--- src/rtl/ctrl_seq.sv ---
// ---------------------------------------------------------------------------
// ctrl_seq -- multi-cycle instruction sequencer for the basic-computer CPU.
//
// Walks each instruction through FETCH -> DECODE -> (INDIRECT) -> EXEC_MEM or
// EXEC_REG. It talks to the memory port through a req/ack handshake and tells
// the datapath what to load and which operation to perform.
//
// Optional feature: define CTRL_TIMEOUT_EN to add a memory-timeout watchdog.
// The watchdog raises a sticky o_err and parks the block in HALT when a
// request goes unacknowledged for too long.
//
// Parameters
//   DW       instruction width (>= 8): ir[DW-1]=I, ir[DW-2:DW-4]=opcode,
//            ir[DW-5:0]=address / register-op field
//   TIMEOUT  unacknowledged request cycles before error (1..255)
//
// Ports
//   clk, reset_n     clock, asynchronous active-low reset
//   i_run            run enable (level)
//   i_ir             current IR from the datapath
//   i_mem_ack        memory acknowledge (read data valid same cycle)
//   i_ex_done        datapath finished a memory-reference operation
//   o_mem_req        memory read request
//   o_addr_sel       address source: 0 = PC, 1 = AR
//   o_ld_ir          load IR from memory data
//   o_inc_pc         increment PC
//   o_ld_ar          load AR from memory data (indirect address)
//   o_clr_pc         clear PC (first start after reset only)
//   o_mem_op         one-hot AND/ADD/LDA/STA/BUN/BSA/ISZ strobe
//   o_reg_op         register-reference strobe (ir[DW-5:0])
//   o_busy           state is neither IDLE nor HALT
//   o_halted         state is HALT
//   o_err            sticky timeout error
//   o_state          current state encoding (debug)
// ---------------------------------------------------------------------------
module ctrl_seq #(
   parameter int DW      = 16,
   parameter int TIMEOUT = 15
) (
   input  logic          clk,
   input  logic          reset_n,
   input  logic          i_run,
   input  logic [DW-1:0] i_ir,
   input  logic          i_mem_ack,
   input  logic          i_ex_done,
   output logic          o_mem_req,
   output logic          o_addr_sel,
   output logic          o_ld_ir,
   output logic          o_inc_pc,
   output logic          o_ld_ar,
   output logic          o_clr_pc,
   output logic [6:0]    o_mem_op,
   output logic [DW-5:0] o_reg_op,
   output logic          o_busy,
   output logic          o_halted,
   output logic          o_err,
   output logic [2:0]    o_state
);

   typedef enum logic [2:0] {
      S_IDLE     = 3'd0,
      S_FETCH    = 3'd1,
      S_DECODE   = 3'd2,
      S_INDIRECT = 3'd3,
      S_EXEC_MEM = 3'd4,
      S_EXEC_REG = 3'd5,
      S_HALT     = 3'd6
   } state_t;

   state_t     state, state_nxt;
   logic       first;      // set by reset, cleared on the first IDLE->FETCH
   logic       first_clr;
   logic       to_hit;     // watchdog expires at this clock edge
   logic       ind_bit;
   logic [2:0] opcode;
   logic       op_halt;

   assign ind_bit = i_ir[DW-1];
   assign opcode  = i_ir[DW-2:DW-4];
   assign op_halt = i_ir[0];

   // ------------------------------------------------------------------
   // Memory-timeout watchdog
   // ------------------------------------------------------------------
`ifdef CTRL_TIMEOUT_EN
   logic [7:0] to_cnt;
   logic       req_wait;
   logic       err;

   // Only FETCH and INDIRECT request memory, so the wait condition comes
   // straight from the state rather than from the o_mem_req output.
   assign req_wait = ((state == S_FETCH) || (state == S_INDIRECT)) && !i_mem_ack;
   // The counter value after this edge would equal TIMEOUT: that is the
   // TIMEOUT-th consecutive unacknowledged request cycle.
   assign to_hit   = req_wait && (to_cnt == 8'(TIMEOUT - 1));

   always_ff @(posedge clk or negedge reset_n) begin
      if (!reset_n) begin
         to_cnt <= 8'd0;
      end else if (i_mem_ack || (state_nxt != state)) begin
         to_cnt <= 8'd0;
      end else if (req_wait) begin
         to_cnt <= to_cnt + 8'd1;
      end
   end

   always_ff @(posedge clk or negedge reset_n) begin
      if (!reset_n)    err <= 1'b0;
      else if (to_hit) err <= 1'b1;
   end

   assign o_err = err;
`else
   assign to_hit = 1'b0;
   assign o_err  = 1'b0;
`endif

   // ------------------------------------------------------------------
   // State register and start-up flag
   // ------------------------------------------------------------------
   always_ff @(posedge clk or negedge reset_n) begin
      if (!reset_n) state <= S_IDLE;
      else          state <= state_nxt;
   end

   always_ff @(posedge clk or negedge reset_n) begin
      if (!reset_n)       first <= 1'b1;
      else if (first_clr) first <= 1'b0;
   end

   // ------------------------------------------------------------------
   // Next state and decoded outputs
   // ------------------------------------------------------------------
   always_comb begin
      state_nxt  = state;
      first_clr  = 1'b0;
      o_mem_req  = 1'b0;
      o_addr_sel = 1'b0;
      o_ld_ir    = 1'b0;
      o_inc_pc   = 1'b0;
      o_ld_ar    = 1'b0;
      o_clr_pc   = 1'b0;
      o_mem_op   = 7'd0;
      o_reg_op   = '0;

      case (state)
         S_IDLE: begin
            if (i_run) begin
               state_nxt = S_FETCH;
               first_clr = 1'b1;
               // Gated by reset_n so o_clr_pc stays low while reset is held
               // even if i_run is already high.
               o_clr_pc  = first && reset_n;
            end
         end

         S_FETCH: begin
            o_mem_req = 1'b1;
            if (i_mem_ack) begin
               o_ld_ir   = 1'b1;
               o_inc_pc  = 1'b1;
               state_nxt = S_DECODE;
            end
         end

         S_DECODE: begin
            if (opcode == 3'd7 && op_halt) state_nxt = S_HALT;
            else if (opcode == 3'd7)       state_nxt = S_EXEC_REG;
            else if (ind_bit)              state_nxt = S_INDIRECT;
            else                           state_nxt = S_EXEC_MEM;
         end

         S_INDIRECT: begin
            o_mem_req  = 1'b1;
            o_addr_sel = 1'b1;
            if (i_mem_ack) begin
               o_ld_ar   = 1'b1;
               state_nxt = S_EXEC_MEM;
            end
         end

         S_EXEC_MEM: begin
            // Opcode 7 never reaches this state; its shift would fall off the
            // top of the 7-bit vector anyway.
            o_mem_op = 7'b1 << opcode;
            if (i_ex_done) state_nxt = i_run ? S_FETCH : S_IDLE;
         end

         S_EXEC_REG: begin
            o_reg_op  = i_ir[DW-5:0];
            state_nxt = i_run ? S_FETCH : S_IDLE;
         end

         S_HALT: begin
            if (!i_run) state_nxt = S_IDLE;
         end

         default: state_nxt = S_IDLE;   // illegal encoding 7
      endcase

      if (to_hit) state_nxt = S_HALT;
   end

   assign o_busy   = (state != S_IDLE) && (state != S_HALT);
   assign o_halted = (state == S_HALT);
   assign o_state  = state;

endmodule

--- config.mk ---
export PLATFORM = sky130hd
export DESIGN_NAME = ctrl_seq
export DESIGN_NICKNAME = d
export VERILOG_FILES = /design/src/rtl/ctrl_seq.sv
export SDC_FILE = /design/constraint.sdc
export NUM_CORES = 1
export LEC_CHECK = 0
export CAP_MARGIN = 20
export CORE_MARGIN = 2
export CORE_UTILIZATION = 28
export CTS_CLUSTER_DIAMETER = 60
export DETAILED_ROUTE_END_ITERATION = 8
export HOLD_SLACK_MARGIN = 0.02
export PLACE_DENSITY_LB_ADDON = 0.25
export SYNTH_ARGS = -nofsm -noshare
export SYNTH_HDL_FRONTEND = slang
export SYNTH_SLANG_ARGS = --single-unit
--- constraint.sdc ---
create_clock -name clk -period 1.65 [get_ports clk]
set_input_delay 0.2475 -clock clk [delete_from_list [all_inputs] [get_ports clk]]
set_output_delay 0.2475 -clock clk [all_outputs]
set_load 0.1 [all_outputs]
==> results of run 1 <==
kinds of logic after synthesis:
logic type | count (synthesis) | share of synthesized area, %
and+or+nand+nor | 41 | 47.1
buffers and inverters | 10 | 11.1
AOI/OAI and AO/OA | 9 | 13.1
DFF | 4 | 20.4
xor gates and xnor gates | 2 | 3.53
muxes | 2 | 4.03
other | 1 | 0.755
through the flow:
step                TNS (ns)  cell area, um2  setup WS [ns]
floorplan              -8.79             697         -0.826
global placement      -0.927            1540         -0.294
detailed placement     -1.30            1540         -0.324
==> impl_metrics.ini, run 1 <==
[yosys]
synth_cell_type_count = 33
synth_top_area_share_pct = 16.4
synthArstFlopShare_pct = 100
yosysSeqAreaShare_pct = 20.4
synthTopCellsByArea = and2_1, dfrtp_1, dfstp_2
synth-edff-count = 0
synth_most_common_cell = and2_1
yosys_register_bits = 4
syn_area_per_cell_um2 = 7.20
syn_area_um2 = 497
ys.flop_type = dfrtp_1
synth_nets = 90
synth-warning-count = 0
synth_top_area_cell = and2_1
synthCells = 69
ys_top_cells_by_count = and2_1, nor2_1, nand2_1

[clock_network]
cts_buffers = 3
clockBufferDepth = 2
hold_buffers = 0
cts_root_buf = clkbuf_4
cts_resized = 24
htreeDepth = 1
postCtsSetupBuffers = 10
cts.sinks = 4

[run_status]
stop_stage = clock tree synthesis (4_1_cts)
outcome = aborted with a tool error
tool.error = [ERROR DPL-0038] Utilization greater than 100%, impossible to legalize

[placement]
dp_hpwl_mm = 1.90
gp_congestion = 0.789
io_buffers = 50
dpl.cell_count = 143

[floorplanning]
die_w_um = 46.1
rows = 15
io_pins = 52
initial_core_util_pct = 29.4
die_h_um = 46.1
==> run 2: changes to the inputs <==
- CORE_AREA: default -> 2 2 63 65
- CORE_MARGIN: 2 -> default
- CORE_UTILIZATION: 28 -> default
- CTS_CLUSTER_DIAMETER: 60 -> default
- DIE_AREA: default -> 0 0 65 67
- HOLD_SLACK_MARGIN: 0.02 -> default
- PLACE_DENSITY_LB_ADDON: 0.25 -> 0.15
==> impl_metrics.ini, run 2 <==
[yosys]
synth_top_area_cell = and2_1
syn_area_um2 = 497
yosys_register_bits = 4
synth-simple-area-share_pct = 47.1
synth_top_area_share_pct = 16.4
synth_top_family_by_area = simple AND/OR/NAND/NOR gates
synth-warning-count = 0
synth-edff-count = 0
ys_top_cells_by_count = and2_1, nor2_1, nand2_1
synth_adder_area_share_pct = 0
syn_area_per_cell_um2 = 7.20
synth_cell_type_count = 33
synth_nets = 90
synthArstFlopShare_pct = 100
yosysSeqAreaShare_pct = 20.4
synthXorXnorAreaFrac_pct = 3.53
synth_most_common_cell = and2_1
synth_compound_area_share_pct = 13.1
synth.area.mux_share_pct = 4.03
synthCells = 69
synthTopCellsByArea = and2_1, dfrtp_1, dfstp_2
ys.flop_type = dfrtp_1

[clock_network]
path_clk_slew_ns = 0.03
cts_root_buf = clkbuf_8
cts.sinks = 4
htreeDepth = 1
cts_tree = built
worstSkewPairLatency_ns = 0.22
cts_buffers = 3
clockBufferDepth = 2

[route]
drt_first_pass_iters = 4
drcViolationCount = 0
vias_per_cell = 3.98
ant_nets = 0
vias = 749
top_layer_used = met4
wl_met2_mm = 1.19
wl_met1_um = 851
wl_met3_um = 179
wl_per_cell_um = 12.1
wl_mm = 2.28
first_iter_violations = 18

[critical_path]
critical_path_arrival_ns = 1.69
cp_slowest_cell = or4_4
ff2ff_setup_slack_ns = 0.08
worstRegToRegCells = 7
crit_type = flop to output pin
r2r_end = o_state[1]$_DFFE_PN0P_
end_kind = output pin
cp_top_family = simple AND/OR/NAND/NOR gates
r2r-start = o_state[1]$_DFFE_PN0P_
cp-start-kind = flop
worstPathMaxFanout = 4
crit_chain = or4_4 > nor3_4 > buf_12
worst-path-stages = 3
crit_buf_inv = 1
worst_path_largest_cell_delay_ns = 0.62
cp.required_ns = 1.40

[floorplanning]
coreArea_um2 = 3610
die_w_um = 65
io_pins = 52
rows = 22
initial_core_util_pct = 13.8
die_h_um = 67
dieArea_um2 = 4360

[timing]
drv_slew = 0
rsz0062_at_grt = yes
finalHoldViolCount = 0
fin_hold_ws_ns = 0.325
final.setup.worst_slack_ns = -0.292
setup_viol = 25
finalCriticalPeriod_ns = 1.94
skew_ns = 0.00281
fin_crit_sh_pct = 118
clock.fmax_mhz = 515

[finish]
post-route-util_pct = 49.7
syn2layout_area_growth_pct = 261
drive_gt1_share_pct = 67.1
finalNonFillerCells = 188
antenna_cells = 0
final_cell_mix = buf_12, clkdlybuf4s50_1, and2_4
fillers = 317
largest_register_ffs = 3
final_common_cell = buf_12
nets = 162

[grt]
grt_pass1_vias = 776
antenna_found_initial = 0
track_usage_pct = 11.6
grt_pass1_wl_mm = 3.80
overflow = 0
grt_max_degree = 9

[min_path]
hold_path_class = primary input to async pin

[placement]
io_buffers = 50
dp_hpwl_mm = 1.87
gp_congestion = 0.753
dpl.cell_count = 175

[pwr]
ir_drop_mv = 1.39
leakage_nw = 0.727
sequentialPowerShare_pct = 5.5
p_sw_mw = 1.88
p_clk_share_pct = 6.5
p_int_mw = 1.60
power_frac_comb_pct = 88.0
switching_share_pct = 54.1
total_power_mw = 3.48
p_per_area_nw_per_um2 = 1940

[job]
drv_cap = 0

[run_status]
violations = negative setup slack
outcome = finished with violations
==> run 2: cell counts after synthesis <==
Identical to the previous run, type by type.
==> run 2: how the worst max path moves through the flow <==
| stage | start | to | slack, ns |
|---|---|---|---|
| global route | o_state[1]$_DFFE_PN0P_ | o_mem_op[0] | -0.32 |
| CTS | o_state[1]$_DFFE_PN0P_ | o_mem_op[0] | -0.29 |
| detailed placement | i_ir[14] | o_mem_op[0] | -0.32 |
| global placement | i_ir[14] | o_mem_op[0] | -0.30 |
| finish | o_state[1]$_DFFE_PN0P_ | o_mem_op[0] | -0.29 |
| floorplan | o_state[2]$_DFFE_PN0P_ | o_mem_op[0] | -0.83 |
==> run 2: what timing repair did <==
item / 4_1_cts / 5_1_grt
setup endpoints to repair: 26 / 26
gates cloned: 1 / 0
pin swaps: 9 / 3
hold buffers: 0 / 0
setup buffers: 8 / 1
hold endpoints to repair: 0 / 0
resized for setup: 18 / 5
==> run 2: metrics by stage <==
step | setup slack [ns] | TNS, ns | instance area [um2]
2_1_floorplan | -0.826 | -8.79 | 697
3_3_place_gp | -0.302 | -0.938 | 1590
3_5_place_dp | -0.323 | -1.03 | 1590
4_1_cts | -0.293 | -3.60 | 1780
5_1_grt | -0.316 | -4.95 | 1790
6_report | -0.292 | -3.79 | 1790
==> run 2: metal layers <==
layer,up-vias,track usage (%)
li1,373,-
met1,334,12.7
met2,37,20.9
met3,5,2.36
met4,0,6.38
met5,-,0
==> run 2: worst reg2reg max path: cells and delay by family (launching register included) <==
kind,cells,cell delay [ns]
buffers and inverters,4,0.50
DFF,1,0.47
AOI/OAI and AO/OA,2,0.30
xor gates and xnor gates,1,0.16
==> run 2: cell type report <==
class / instances / area [um2] / area share (%)
repair buffers: 74 / 1040 / 58.1
multi-input cells: 55 / 522 / 29.1
flip-flops and latches: 4 / 113 / 6.28
well taps: 48 / 60.1 / 3.35
clock buffers: 4 / 45.0 / 2.51
inverters: 3 / 11.3 / 0.628
==> run 2: kinds of logic (layout without fill, tap and decap cells) <==
kind of cell	count (synthesis)	after routing
AND/OR/NAND/NOR	41	41
multiplexers	2	2
AO/OA/AOI/OAI	9	9
XOR/XNOR	2	2
other	1	1
flip-flops	4	4
buffers and inverters	10	81
==> run 2: power groups by stage <==
stage	sequential [mW]	combinational (mW)	clock [mW]
after floorplan	0.442	1.57	0
after global placement	0.184	2.69	0
after detailed placement	0.186	2.71	0
after CTS	0.190	3.06	0.226
after global routing	0.197	3.18	0.240
final	0.192	3.06	0.227
Note: power is estimated with default switching activity, not from simulation.
